[src/rtl/vga_pattern_gen_if.sv]
// vga_pattern_gen_if: signal bundle between the pattern generator and the VGA pins.
//   cmd          pattern select from the board switches (asynchronous to the pixel clock)
//   hsync/vsync  sync pulses, polarity set by the generator's SYNC_POL
//   de           active-video enable
//   vga_r/g/b    colour channels, COLOR_W bits each
//   pix_x/pix_y  active-pixel coordinates, 0 during blanking
//   frame_start  one-cycle pulse on the first sync cycle of each frame
//   led          currently applied mode
// Modports: master = generator side, slave = DAC/board side.
interface vga_pattern_gen_if #(
    parameter int unsigned COLOR_W = 4,
    parameter int unsigned X_W     = 10,
    parameter int unsigned Y_W     = 9
);
    logic [2:0]         cmd;
    logic               hsync;
    logic               vsync;
    logic               de;
    logic [COLOR_W-1:0] vga_r;
    logic [COLOR_W-1:0] vga_g;
    logic [COLOR_W-1:0] vga_b;
    logic [X_W-1:0]     pix_x;
    logic [Y_W-1:0]     pix_y;
    logic               frame_start;
    logic [2:0]         led;

    modport master (
        input  cmd,
        output hsync, vsync, de, vga_r, vga_g, vga_b, pix_x, pix_y, frame_start, led
    );

    modport slave (
        output cmd,
        input  hsync, vsync, de, vga_r, vga_g, vga_b, pix_x, pix_y, frame_start, led
    );
endinterface

[src/rtl/vga_pattern_gen.sv]
// vga_pattern_gen: programmable-timing VGA sync plus selectable test pattern.
// Line/frame order is sync, back porch, active, front porch. Every output is registered from
// the counter values of the previous cycle, so all outputs stay mutually aligned.
// Ports:
//   clk      pixel clock
//   reset_n  asynchronous active-low reset
//   vga      vga_pattern_gen_if.master (cmd in; sync, de, rgb, coordinates, frame_start, led out)
// Modes: 0 white, 1 red, 2 green, 3 blue, 4 vertical bars, 5 horizontal bands,
//        6 checkerboard, 7 grey ramp. The mode only changes at a frame boundary.
// Optional macro VGA_PATTERN_SCROLL_EN: adds a 16-bit frame counter and scrolls modes 4 and 6
// one pixel per frame. Without it the patterns are static and no frame counter exists.
module vga_pattern_gen #(
    parameter int unsigned H_ACTIVE  = 640,
    parameter int unsigned H_FRONT   = 16,
    parameter int unsigned H_SYNC    = 96,
    parameter int unsigned H_BACK    = 48,
    parameter int unsigned V_ACTIVE  = 480,
    parameter int unsigned V_FRONT   = 10,
    parameter int unsigned V_SYNC    = 2,
    parameter int unsigned V_BACK    = 33,
    parameter int unsigned COLOR_W   = 4,
    parameter int unsigned SYNC_POL  = 0,
    parameter int unsigned CELL_LOG2 = 5
) (
    input  logic               clk,
    input  logic               reset_n,
    vga_pattern_gen_if.master  vga
);

    localparam int unsigned H_TOTAL = H_SYNC + H_BACK + H_ACTIVE + H_FRONT;
    localparam int unsigned V_TOTAL = V_SYNC + V_BACK + V_ACTIVE + V_FRONT;
    localparam int unsigned X_W     = (H_ACTIVE > 1) ? $clog2(H_ACTIVE) : 1;
    localparam int unsigned Y_W     = (V_ACTIVE > 1) ? $clog2(V_ACTIVE) : 1;
    // One spare count so the active-end bound is representable even with a zero front porch.
    localparam int unsigned HC_W    = $clog2(H_TOTAL + 1);
    localparam int unsigned VC_W    = $clog2(V_TOTAL + 1);

    localparam logic [HC_W-1:0] H_LAST     = HC_W'(H_TOTAL - 1);
    localparam logic [HC_W-1:0] H_SYNC_END = HC_W'(H_SYNC);
    localparam logic [HC_W-1:0] H_ACT_BEG  = HC_W'(H_SYNC + H_BACK);
    localparam logic [HC_W-1:0] H_ACT_END  = HC_W'(H_SYNC + H_BACK + H_ACTIVE);
    localparam logic [VC_W-1:0] V_LAST     = VC_W'(V_TOTAL - 1);
    localparam logic [VC_W-1:0] V_SYNC_END = VC_W'(V_SYNC);
    localparam logic [VC_W-1:0] V_ACT_BEG  = VC_W'(V_SYNC + V_BACK);
    localparam logic [VC_W-1:0] V_ACT_END  = VC_W'(V_SYNC + V_BACK + V_ACTIVE);

    localparam int unsigned BAR_W      = H_ACTIVE / 4;
    localparam int unsigned BAND_H     = V_ACTIVE / 4;
    // Grey ramp takes the top COLOR_W bits of pix_x; a narrower pix_x is zero-extended.
    localparam int unsigned GREY_SHIFT = (X_W > COLOR_W) ? X_W - COLOR_W : 0;

    localparam logic SYNC_ON = (SYNC_POL != 0);

    localparam logic [COLOR_W-1:0]   FULL  = '1;
    localparam logic [COLOR_W-1:0]   NONE  = '0;
    localparam logic [3*COLOR_W-1:0] WHITE = {FULL, FULL, FULL};
    localparam logic [3*COLOR_W-1:0] RED   = {FULL, NONE, NONE};
    localparam logic [3*COLOR_W-1:0] GREEN = {NONE, FULL, NONE};
    localparam logic [3*COLOR_W-1:0] BLUE  = {NONE, NONE, FULL};
    localparam logic [3*COLOR_W-1:0] BLACK = '0;

    // Four equal regions red, blue, green, white; remainder falls into the white region.
    function automatic logic [3*COLOR_W-1:0] quad_colour(input int unsigned pos,
                                                         input int unsigned step);
        if (pos < step) begin
            return RED;
        end else if (pos < 2 * step) begin
            return BLUE;
        end else if (pos < 3 * step) begin
            return GREEN;
        end
        return WHITE;
    endfunction

    // Timing state
    logic [HC_W-1:0] hcount_q, hcount_d;
    logic [VC_W-1:0] vcount_q, vcount_d;

    // Mode path
    logic [2:0] cmd_meta_q, cmd_sync_q, mode_q;

`ifdef VGA_PATTERN_SCROLL_EN
    logic [15:0] frame_cnt_q;
`endif

    // Registered outputs
    logic                 hsync_q, vsync_q, de_q, frame_start_q;
    logic [3*COLOR_W-1:0] rgb_q;
    logic [X_W-1:0]       pix_x_q;
    logic [Y_W-1:0]       pix_y_q;

    // Decode of the current counter values
    logic                 h_last, v_last, frame_first;
    logic                 h_sync_on, v_sync_on, h_act, v_act, act;
    logic [X_W-1:0]       x_d;
    logic [Y_W-1:0]       y_d;
    int unsigned          xi, yi, xs;
    logic [COLOR_W-1:0]   grey;
    logic [3*COLOR_W-1:0] rgb_d;

    always_comb begin
        h_last      = (hcount_q == H_LAST);
        v_last      = (vcount_q == V_LAST);
        frame_first = (hcount_q == '0) && (vcount_q == '0);

        hcount_d = h_last ? '0 : hcount_q + 1'b1;
        vcount_d = vcount_q;
        if (h_last) begin
            vcount_d = v_last ? '0 : vcount_q + 1'b1;
        end

        h_sync_on = (hcount_q < H_SYNC_END);
        v_sync_on = (vcount_q < V_SYNC_END);
        h_act     = (hcount_q >= H_ACT_BEG) && (hcount_q < H_ACT_END);
        v_act     = (vcount_q >= V_ACT_BEG) && (vcount_q < V_ACT_END);
        act       = h_act && v_act;

        x_d = act ? X_W'(hcount_q - H_ACT_BEG) : '0;
        y_d = act ? Y_W'(vcount_q - V_ACT_BEG) : '0;
        xi  = 32'(x_d);
        yi  = 32'(y_d);

`ifdef VGA_PATTERN_SCROLL_EN
        xs = (xi + 32'(frame_cnt_q[7:0])) % H_ACTIVE;
`else
        xs = xi;
`endif

        grey  = COLOR_W'(xi >> GREY_SHIFT);
        rgb_d = BLACK;
        unique case (mode_q)
            3'd0: rgb_d = WHITE;
            3'd1: rgb_d = RED;
            3'd2: rgb_d = GREEN;
            3'd3: rgb_d = BLUE;
            3'd4: rgb_d = quad_colour(xs, BAR_W);
            3'd5: rgb_d = quad_colour(yi, BAND_H);
            3'd6: rgb_d = ((((xs >> CELL_LOG2) ^ (yi >> CELL_LOG2)) & 32'd1) == 32'd0) ?
                          WHITE : BLACK;
            3'd7: rgb_d = {grey, grey, grey};
            default: rgb_d = BLACK;
        endcase
    end

    always_ff @(posedge clk or negedge reset_n) begin
        if (!reset_n) begin
            hcount_q      <= '0;
            vcount_q      <= '0;
            cmd_meta_q    <= '0;
            cmd_sync_q    <= '0;
            mode_q        <= '0;
`ifdef VGA_PATTERN_SCROLL_EN
            frame_cnt_q   <= '0;
`endif
            hsync_q       <= ~SYNC_ON;
            vsync_q       <= ~SYNC_ON;
            de_q          <= 1'b0;
            rgb_q         <= '0;
            pix_x_q       <= '0;
            pix_y_q       <= '0;
            frame_start_q <= 1'b0;
        end else begin
            hcount_q   <= hcount_d;
            vcount_q   <= vcount_d;
            cmd_meta_q <= vga.cmd;
            cmd_sync_q <= cmd_meta_q;
            // Mode only switches at the top-left corner so a frame never mixes patterns.
            if (frame_first) begin
                mode_q <= cmd_sync_q;
            end
`ifdef VGA_PATTERN_SCROLL_EN
            if (frame_first) begin
                frame_cnt_q <= frame_cnt_q + 16'd1;
            end
`endif
            hsync_q       <= h_sync_on ? SYNC_ON : ~SYNC_ON;
            vsync_q       <= v_sync_on ? SYNC_ON : ~SYNC_ON;
            de_q          <= act;
            rgb_q         <= act ? rgb_d : BLACK;
            pix_x_q       <= x_d;
            pix_y_q       <= y_d;
            frame_start_q <= frame_first;
        end
    end

    assign vga.hsync       = hsync_q;
    assign vga.vsync       = vsync_q;
    assign vga.de          = de_q;
    assign vga.vga_r       = rgb_q[3*COLOR_W-1 -: COLOR_W];
    assign vga.vga_g       = rgb_q[2*COLOR_W-1 -: COLOR_W];
    assign vga.vga_b       = rgb_q[COLOR_W-1 -: COLOR_W];
    assign vga.pix_x       = pix_x_q;
    assign vga.pix_y       = pix_y_q;
    assign vga.frame_start = frame_start_q;
    assign vga.led         = mode_q;

endmodule

[src/flat_wrapper.sv]
// flat-port wrapper written by rule: the top's interface ports become plain ports
module vga_pattern_gen_flat 
#(
    parameter int unsigned H_ACTIVE  = 640,
    parameter int unsigned H_FRONT   = 16,
    parameter int unsigned H_SYNC    = 96,
    parameter int unsigned H_BACK    = 48,
    parameter int unsigned V_ACTIVE  = 480,
    parameter int unsigned V_FRONT   = 10,
    parameter int unsigned V_SYNC    = 2,
    parameter int unsigned V_BACK    = 33,
    parameter int unsigned COLOR_W   = 4,
    parameter int unsigned SYNC_POL  = 0,
    parameter int unsigned CELL_LOG2 = 5
)
  (clk, reset_n, vga_cmd, vga_hsync, vga_vsync, vga_de, vga_vga_r, vga_vga_g, vga_vga_b, vga_pix_x, vga_pix_y, vga_frame_start, vga_led);
  vga_pattern_gen_if #(.COLOR_W(COLOR_W)) vga_i ();
  input  logic clk;
  input  logic reset_n;
  input wire logic [$bits(vga_i.cmd)-1:0] vga_cmd;
  output wire logic [$bits(vga_i.hsync)-1:0] vga_hsync;
  output wire logic [$bits(vga_i.vsync)-1:0] vga_vsync;
  output wire logic [$bits(vga_i.de)-1:0] vga_de;
  output wire logic [$bits(vga_i.vga_r)-1:0] vga_vga_r;
  output wire logic [$bits(vga_i.vga_g)-1:0] vga_vga_g;
  output wire logic [$bits(vga_i.vga_b)-1:0] vga_vga_b;
  output wire logic [$bits(vga_i.pix_x)-1:0] vga_pix_x;
  output wire logic [$bits(vga_i.pix_y)-1:0] vga_pix_y;
  output wire logic [$bits(vga_i.frame_start)-1:0] vga_frame_start;
  output wire logic [$bits(vga_i.led)-1:0] vga_led;
  assign vga_i.cmd = vga_cmd;
  assign vga_hsync = vga_i.hsync;
  assign vga_vsync = vga_i.vsync;
  assign vga_de = vga_i.de;
  assign vga_vga_r = vga_i.vga_r;
  assign vga_vga_g = vga_i.vga_g;
  assign vga_vga_b = vga_i.vga_b;
  assign vga_pix_x = vga_i.pix_x;
  assign vga_pix_y = vga_i.pix_y;
  assign vga_frame_start = vga_i.frame_start;
  assign vga_led = vga_i.led;
  vga_pattern_gen #(.H_ACTIVE(H_ACTIVE), .H_FRONT(H_FRONT), .H_SYNC(H_SYNC), .H_BACK(H_BACK), .V_ACTIVE(V_ACTIVE), .V_FRONT(V_FRONT), .V_SYNC(V_SYNC), .V_BACK(V_BACK), .COLOR_W(COLOR_W), .SYNC_POL(SYNC_POL), .CELL_LOG2(CELL_LOG2)) u_core (.clk(clk), .reset_n(reset_n), .vga(vga_i));
endmodule
[config.mk]
export PLATFORM = sky130hd
export DESIGN_NAME = vga_pattern_gen_flat
export DESIGN_NICKNAME = d
export VERILOG_FILES = /design/src/rtl/vga_pattern_gen_if.sv /design/src/rtl/vga_pattern_gen.sv /design/src/flat_wrapper.sv
export SDC_FILE = /design/constraint.sdc
export NUM_CORES = 1
export LEC_CHECK = 0
export CORE_MARGIN = 4
export CORE_UTILIZATION = 55
export CTS_CLUSTER_DIAMETER = 80
export DETAILED_ROUTE_END_ITERATION = 16
export PLACE_DENSITY = 0.8
export SLEW_MARGIN = 15
export SYNTH_ARGS = -nofsm -noshare
export SYNTH_HDL_FRONTEND = slang
export SYNTH_SLANG_ARGS = --single-unit
[constraint.sdc]
create_clock -name clk -period 3 [get_ports clk]
set_clock_uncertainty 0.2 [all_clocks]
set_input_delay 0.45 -clock clk [delete_from_list [all_inputs] [get_ports clk]]
set_output_delay 0.45 -clock clk [all_outputs]
set_load 0.05 [all_outputs]
==> results.toml, run 1 <==
[run_status]
status = "completed"

[final_layout]
fill_cells = 383
area_delta_synth_final_pct = 24.5
final_nets = 403
drive_above_1_share_pct = 11.4
fin_util_pct = 72.7
antennaDiodeCount = 0
layout_commonest_cell = "dfrtp_1"
layout_common_cells = "dfrtp_1 (62), clkdlybuf4s50_1 (41), nor2_1 (33)"

[synthesis]
syn_nets = 356
ys.flop_type = "dfrtp_1"
synth_edf_count = 0
synthCells = 343
yosys_warnings = 0
ys_types = 62
netlist_top_cells_area = "dfrtp_1 (47%), xnor2_1 (4.0%), nor2_1 (3.8%)"
synth_top_cell_by_area = "dfrtp_1"
async_flop_share_pct = 100
ys_seq_area_share_pct = 48.7
syn_area_mm2 = 0.00329
syn_avg_cell_area_um2 = 9.60
ys_ff_latch = 64
synth_top_cell_area_share_pct = 47.1

[power_and_ir_drop]
p_leak_nw = 1.87
p_seq_share_pct = 47.6
swShare_pct = 19.4
internal_power_w = 0.00147
clock_power_share_pct = 51.1
power_w = 0.00182
pwr-share-comb_pct = 1.3
powerDensity_mw_per_mm2 = 445
peakVddDrop_mv = 0.267
p_sw_w = 0.000354

[worst_setup_path]
path_cells = "ha_1 -> or4_4 -> o21a_1 -> a311oi_4 -> nand2_2 -> o41a_1 -> a21oi_1"
cp.arrival_ps = 2930
critical_path_class = "reg -> reg"
cp.required_ps = 3070
slowest_delay_ps = 510
worstSetupPathDepth = 7
path_max_fanout = 8
rr_worst_depth = 7
crit_family = "compound AO/OA/AOI/OAI gates"
slowest_stage = "or4_4"
end_kind = "flip-flop"
crit_buf_inv = 0
startpoint_type = "flip-flop"

[hold_path]
min_path_type = "reg -> reg"
worstHoldPathCells = 0

[die]
die-area_mm2 = 0.00729
rows = 27
die_height_um = 85.4
initial_core_util_pct = 58.4
num_io_pins = 43
chipWidth_um = 85.4
fp.coreArea_mm2 = 0.00564

[routing]
wl_um = 7530
post_drt_wl_per_cell_um = 16.1
ant_nets = 0
firstDrtPassIters = 5
viasPerCell = 5.89
dr_total_vias = 2751
drc = 0
drtIter0Drc = 217

[clock_tree]
cts-root-buf = "clkbuf_8"
cts_inserted_buffers = 9
clkLatencyLatePin_ps = 340
clock_path_buffers = 2
cts.sinks = 64
cts_max_level = 3
clkTransAtPathRegs_ps = 70
cts_tree = "done"

[placed_design]
place.gp.congestion = 0.889
place_hpwl_um = 5270
port_buffers = 42

[grt]
antenna_found_initial = 0
grt_overflow = 0
grt_pass1_vias = 2621
grt_pass1_wl_um = 12800
grt_max_degree = 35
track_usage_pct = 22.1

[timing]
setup_viol = 0
hold_ws_ps = 151
fin_setup_tns_ps = 0
fin_crit_sh_pct = 95.2
min_period_ps = 2860
timing.fmax_mhz = 350
final_max_slew_viol_count = 0
rsz0062_at_grt = "no"
tightest_slew_ps = 695
hold_viol = 0
relSlewSlack_pct = 53.7

[job]
maxCapViolCount = 0
[Yosys cell counts, drive strengths merged, types with 3 or more instances]
library cell	number
o31ai	5
nand3	12
nor2	33
inv	15
a31oi	6
xnor2	15
a21o	4
and3	10
a21oi	17
nand2b	4
o21ai	21
clkbuf	21
buf	6
and2	4
a2111o	3
nor3	5
ha	8
xor2	4
or4	4
dfrtp	62
nand2	28
nand4	10
[metal layers]
layer,wire (um),global-route usage [%],up-vias
li1,-,-,1321
met1,3420,30.9,1300
met2,3460,33.2,113
met3,487,4.85,17
met4,166,9.06,0
met5,0,0,-
[state kept, by name, summed over array words and instances, names as in the netlist]
| name | count |
|---|---|
| u_core.vga.pix_x | 10 |
| u_core.vga.pix_y | 9 |
| u_core.vga.frame_start | 1 |
| u_core.vga.hsync | 1 |
| u_core.rgb_q | 12 |
| u_core.vga.led | 3 |
| u_core.cmd_meta_q | 3 |
| u_core.vga.de | 1 |
| u_core.cmd_sync_q | 3 |
| u_core.vga.vsync | 1 |
| u_core.vcount_q | 10 |
| u_core.hcount_q | 10 |
[timing repair]
action | CTS | global route
setup endpoints to repair | 0 | 2
buffers inserted | 0 | 2
endpoints found under the hold margin | 29 | 0
hold buffers | 1 | 0
gates resized for setup | 0 | 0
[power groups by stage]
stage          registers (W)  clock network, W      logic, W
2_1_floorplan       0.000884                 0  0.0000000367
3_3_place_gp        0.000884                 0     0.0000236
3_5_place_dp        0.000884                 0     0.0000247
4_1_cts             0.000868          0.000942     0.0000257
5_1_grt             0.000868          0.000973     0.0000289
6_report            0.000868          0.000932     0.0000242
[metrics by stage]
stage	std cells	instance area (um^2)	setup WS [ps]
2_1_floorplan	343	3290	367
3_5_place_dp	448	3820	141
4_1_cts	465	4090	106
5_1_grt	467	4100	47.3
6_report	467	4100	145
3_3_place_gp	448	3820	242
[final timing paths]
check                                startpoint                    to  slack [ps]
setup / recovery             u_core.vcount_q[1]       u_core.rgb_q[7]         140
hold / removal             u_core.cmd_meta_q[0]  u_core.cmd_sync_q[0]         150
setup reg to reg             u_core.vcount_q[1]       u_core.rgb_q[7]         140
hold reg to reg            u_core.cmd_meta_q[0]  u_core.cmd_sync_q[0]         150
max in group asynchronous               reset_n      u_core.vga.vsync        1450
min in group asynchronous               reset_n    u_core.vcount_q[9]         490
[cells by family (layout without fill, tap and decap cells)]
group	Yosys count	after routing	share of synthesized area, %
fa+ha+maj	8	8	3.04
xor+xnor	19	19	5.05
compound gates	86	86	18.5
simple gates	121	121	18.3
flops	64	64	48.7
buf+inv	42	94	5.47
mux	3	3	0.987
[final cells by class]
class                      count  area, um^2  share of cell area [%]
multi-input combinational    237        1510                    36.8
inverter                      15        56.3                    1.37
timing repair buffer          63         588                    14.3
sequential                    64        1600                    39.1
clock inverter                 5         103                    2.50
clock buffer                  11         151                    3.69
tap                           72        90.1                    2.20
No activity file was read; power rests on OpenSTA's default activity.
==> inputs of run 2 (changes only) <==
Settings changed: CAP_MARGIN from default to 20, PLACE_DENSITY 0.8 to 0.81.
==> run 2 against run 1 <==
Non-clock buffer count rose by 1. Register-to-register slack got worse by 30 ps. Sequential share of layout area rose by 0.77 points. Clock-buffer cell count rose by 3. Routed wire length fell by 0.29%. Final cell count rose by 0.21%. Cell area fell by 1.9%. Worst hold slack barely moved. Total power fell by 17%. Flip-flop and latch count did not move. Critical endpoint is now u_core.rgb_q[6]. Largest power group is now registers. Highest routed layer unchanged.
==> results.toml, run 2 (same netlist as run 1, synthesis figures left out) <==
[routing]
post_drt_wl_per_cell_um = 16.0
drc = 0
drtIter0Drc = 250
firstDrtPassIters = 5
viasPerCell = 5.97
ant_nets = 0
dr_total_vias = 2792
wl_um = 7510

[die]
rows = 27
initial_core_util_pct = 58.4
die_height_um = 85.4
num_io_pins = 43
die-area_mm2 = 0.00729
fp.coreArea_mm2 = 0.00564
chipWidth_um = 85.4

[worst_setup_path]
end_kind = "flip-flop"
cp.required_ps = 3040
cp.arrival_ps = 2930
path_max_fanout = 8
startpoint_type = "flip-flop"
critical_path_class = "reg -> reg"

[clock_tree]
clkLatencyLatePin_ps = 330
cts_tree = "done"
cts_max_level = 3
cts_inserted_buffers = 9
postCtsSetupRepairBufs = 0
clock_path_buffers = 2
clkTransAtPathRegs_ps = 70
cts-root-buf = "clkbuf_8"
cts.sinks = 64

[final_layout]
layout_commonest_cell = "dfrtp_1"
multiInputGateArea_mm2 = 0.00152
largest_register_ffs = 12
regArea_mm2 = 0.00160
fill_cells = 406
layout_common_cells = "dfrtp_1 (62), clkdlybuf4s50_1 (41), nor2_1 (33)"
drive_above_1_share_pct = 10.6
top_register = "u_core.rgb_q"
area_delta_synth_final_pct = 22.1
final_nets = 404
antennaDiodeCount = 0

[power_and_ir_drop]
clock_power_share_pct = 40.8
power_w = 0.00151
powerDensity_mw_per_mm2 = 374
p_seq_share_pct = 57.6
p_leak_nw = 1.86
swShare_pct = 20.6
internal_power_w = 0.00120
peakVddDrop_mv = 0.306
pwr-share-comb_pct = 1.6
p_sw_w = 0.000311

[grt]
grt_pass1_wl_um = 13000
track_usage_pct = 22.2
grt_overflow = 0
antenna_found_initial = 0
grt_max_degree = 37
grt_pass1_vias = 2685

[timing]
min_period_ps = 2890
timing.fmax_mhz = 346
final_max_slew_viol_count = 0
tightest_slew_ps = 672
rsz0062_at_grt = "no"
fin_setup_tns_ps = 0
fin_crit_sh_pct = 96.2
hold_viol = 0
setup_viol = 0
relSlewSlack_pct = 55.2

[placed_design]
place_hpwl_um = 5490
place.gp.congestion = 0.873
port_buffers = 42

[job]
maxCapViolCount = 0

[run_status]
status = "completed"

[hold_path]
min_path_type = "reg -> reg"
## run 2: final cells by class
type,instances,area share (%)
Clock inverter,2,0.249
Timing Repair Buffer,64,14.8
Multi-Input combinational cell,237,37.7
Sequential cell,64,39.9
Inverter,15,1.40
Clock buffer,14,3.79
Tap cell,72,2.24
## run 2: through the flow
stage / hold WS [ps] / setup slack, ps / util [%] / cells / cell area [um^2]
after CTS: 152 / 113 / 71.2 / 468 / 4020
final: 151 / 113 / 71.3 / 468 / 4020
after global routing: 155 / 1.35 / 71.3 / 468 / 4020
after global placement: 133 / 284 / 68.2 / 451 / 3850
after detailed placement: 139 / 138 / 68.2 / 451 / 3850
after floorplan: -45.6 / 367 / - / 343 / 3290
## run 2: worst max-delay path: stages (launching register included)
cell and delay [ps]:
dfrtp_1 470, ha_1 230, or4_4 500, o21a_1 230, a311oi_4 320, nand2_4 150
o41a_1 500, a21oi_1 200
## run 2: path summary, 6_finish.rpt
check                                startpoint              endpoint  cells past startpoint  slack (ps)
setup / recovery             u_core.vcount_q[1]       u_core.rgb_q[6]                      7         110
hold / removal             u_core.cmd_meta_q[0]  u_core.cmd_sync_q[0]                      0         150
setup reg to reg             u_core.vcount_q[1]       u_core.rgb_q[6]                      7         110
hold reg to reg            u_core.cmd_meta_q[0]  u_core.cmd_sync_q[0]                      0         150
max in group asynchronous               reset_n      u_core.vga.hsync                      3        1420
min in group asynchronous               reset_n   u_core.vga.pix_y[0]                      2         490
## run 2: timing repair
item                                    CTS  global route
hold buffers                              1             0
gates resized for setup                   0             1
endpoints found under the hold margin    27             0
endpoints found under the setup margin    0             2
## run 2: layer usage
metal  track usage [%]  part of all wire, %  up-vias
met3              5.73                  8.1       28
li1                  -                    -     1322
met2              34.5                   47      139
met1              30.1                   42     1303
met4              7.91                  2.8        0
met5                 0                    0        -
## run 2: power groups by stage
stage / clock, W / combinational, W / sequential (W)
6_report: 0.000614 / 0.0000237 / 0.000868
5_1_grt: 0.000667 / 0.0000280 / 0.000868
4_1_cts: 0.000628 / 0.0000252 / 0.000868
3_5_place_dp: 0 / 0.0000241 / 0.000884
3_3_place_gp: 0 / 0.0000236 / 0.000884
2_1_floorplan: 0 / 0.0000000367 / 0.000884
==> inputs of run 3 (changes only) <==
Settings changed: CTS_BUF_LIST from default to sky130_fd_sc_hd__clkbuf_8, PLACE_DENSITY 0.81 to 0.8, SETUP_SLACK_MARGIN from default to 0.4.
==> run 3 against run 2 <==
Utilization grew 2.8 points. Routed wire length increased by 2.7%. Critical path depth is the same. Flip-flop and latch count did not move. Total power rose by 7.6%. Register-to-register slack gained 250 ps. Worst hold slack improved by 5.9 ps. Largest cell class is now multi-input gates. Final cell count up 0.64%. Fmax rose by 9.3%. Global-route usage grew 0.35 points. First-iteration DRC count is 5.6% higher.
==> results.toml, run 3 (same netlist as run 1, synthesis figures left out) <==
[run_status]
status = "completed"

[routing]
viasPerCell = 6.00
dr_total_vias = 2827
firstDrtPassIters = 5
drtIter0Drc = 264
post_drt_wl_per_cell_um = 16.4
wl_um = 7710
drc = 0
ant_nets = 0

[worst_setup_path]
cp.required_ps = 3050
path_max_fanout = 4
cp.arrival_ps = 2690
end_kind = "flip-flop"
startpoint_type = "flip-flop"
critical_path_class = "reg -> reg"

[die]
fp.coreArea_mm2 = 0.00564
die_height_um = 85.4
num_io_pins = 43
initial_core_util_pct = 58.4
chipWidth_um = 85.4
die-area_mm2 = 0.00729
rows = 27

[final_layout]
layout_common_cells = "dfrtp_1 (60), clkdlybuf4s50_1 (41), nor2_1 (33)"
area_delta_synth_final_pct = 26.9
top_register = "u_core.rgb_q"
antennaDiodeCount = 0
final_nets = 407
drive_above_1_share_pct = 16.0
layout_commonest_cell = "dfrtp_1"
largest_register_ffs = 12

[clock_tree]
cts-root-buf = "clkbuf_8"
clkLatencyLatePin_ps = 340
clock_path_buffers = 2
cts_max_level = 3
cts_tree = "done"
cts.sinks = 64
cts_inserted_buffers = 9
clkTransAtPathRegs_ps = 70

[placed_design]
port_buffers = 42
place_hpwl_um = 5330
place.gp.congestion = 0.862
dpl_worst_slack_ps = 165

[timing]
hold_viol = 0
relSlewSlack_pct = 59.6
timing.fmax_mhz = 379
final_max_slew_viol_count = 0
setup_viol = 0
min_period_ps = 2640
tightest_slew_ps = 606
fin_setup_tns_ps = 0
rsz0062_at_grt = "yes"
fin_crit_sh_pct = 88.0
setup_ws_ps = 359

[grt]
track_usage_pct = 22.5
grt_overflow = 0
grt_pass1_wl_um = 13000
grt_pass1_vias = 2625
grt_max_degree = 65
antenna_found_initial = 0

[power_and_ir_drop]
powerDensity_mw_per_mm2 = 388
peakVddDrop_mv = 0.337
p_leak_nw = 1.89

[hold_path]
min_path_type = "reg -> reg"

[job]
maxCapViolCount = 0
[run 3: changes by cell type in the layout (fill, tap and decap cells not counted), moves of 2 or more]
cell / change
ha_2: +2
inv_1: +2
ha_1: -2
a21oi_2: +3
dfrtp_2: +2
dfrtp_1: -2
buf_4: +2
clkbuf_1: -4
a21oi_1: -3
[run 3: routing by layer]
layer	part of all wire, %	GRT usage, %
met5	0	0
met4	2.9	10.1
met3	6.7	4.95
met2	46	34.2
met1	44	31.0
[run 3: worst paths after layout]
kind	start	to	slack, ps	cells after the start
setup / recovery	u_core.vcount_q[1]	u_core.rgb_q[10]	360	7
hold / removal	u_core.cmd_meta_q[0]	u_core.cmd_sync_q[0]	160	0
setup reg to reg	u_core.vcount_q[1]	u_core.rgb_q[10]	360	7
hold reg to reg	u_core.cmd_meta_q[0]	u_core.cmd_sync_q[0]	160	0
max in group asynchronous	reset_n	u_core.vga.hsync	1830	3
min in group asynchronous	reset_n	u_core.vcount_q[2]	460	3
[run 3: through the flow]
step | area (um^2) | power (W) | util, % | cells | hold WS, ps
2_1_floorplan | 3300 | 0.000884 | - | 343 | -45.6
3_3_place_gp | 3820 | 0.000908 | 67.8 | 448 | 133
3_5_place_dp | 3820 | 0.000909 | 67.8 | 448 | 137
4_1_cts | 4100 | 0.00163 | 72.6 | 470 | 154
5_1_grt | 4180 | 0.00168 | 74.1 | 471 | 170
6_report | 4180 | 0.00162 | 74.1 | 471 | 157
[run 3: final cells by class]
| cell class | instances | area (um^2) |
|---|---|---|
| Clock buffer | 11 | 151 |
| Clock inverter | 5 | 47.5 |
| Fill cell | 374 | 1460 |
| Inverter | 15 | 56.3 |
| Multi-Input combinational cell | 237 | 1610 |
| Sequential cell | 64 | 1610 |
| Tap cell | 72 | 90.1 |
| Timing Repair Buffer | 67 | 622 |
[run 3: report_power, final]
part           internal [W]  leakage (nW)  total (W)  switching, W
Combinational    0.00000746         0.923  0.0000241     0.0000167
Sequential         0.000867         0.855   0.000868    0.00000124
Clock              0.000420         0.112   0.000728      0.000308
Total               0.00129          1.89    0.00162      0.000326
[run 3: timing repair]
item                       4_1_cts  5_1_grt
setup buffers                    5        1
hold endpoints to repair        62        0
setup endpoints to repair       24       25
hold buffers                     1        0
resized for setup                6       15
pin swaps                        9        6
[run 3: critical path, cell delays in order (launching register included)]
cell	delay, ps
dfrtp_2	400
ha_2	170
or4_4	500
o32a_1	380
o32ai_2	150
a21oi_2	130
a2111o_1	500
o21ai_1	120
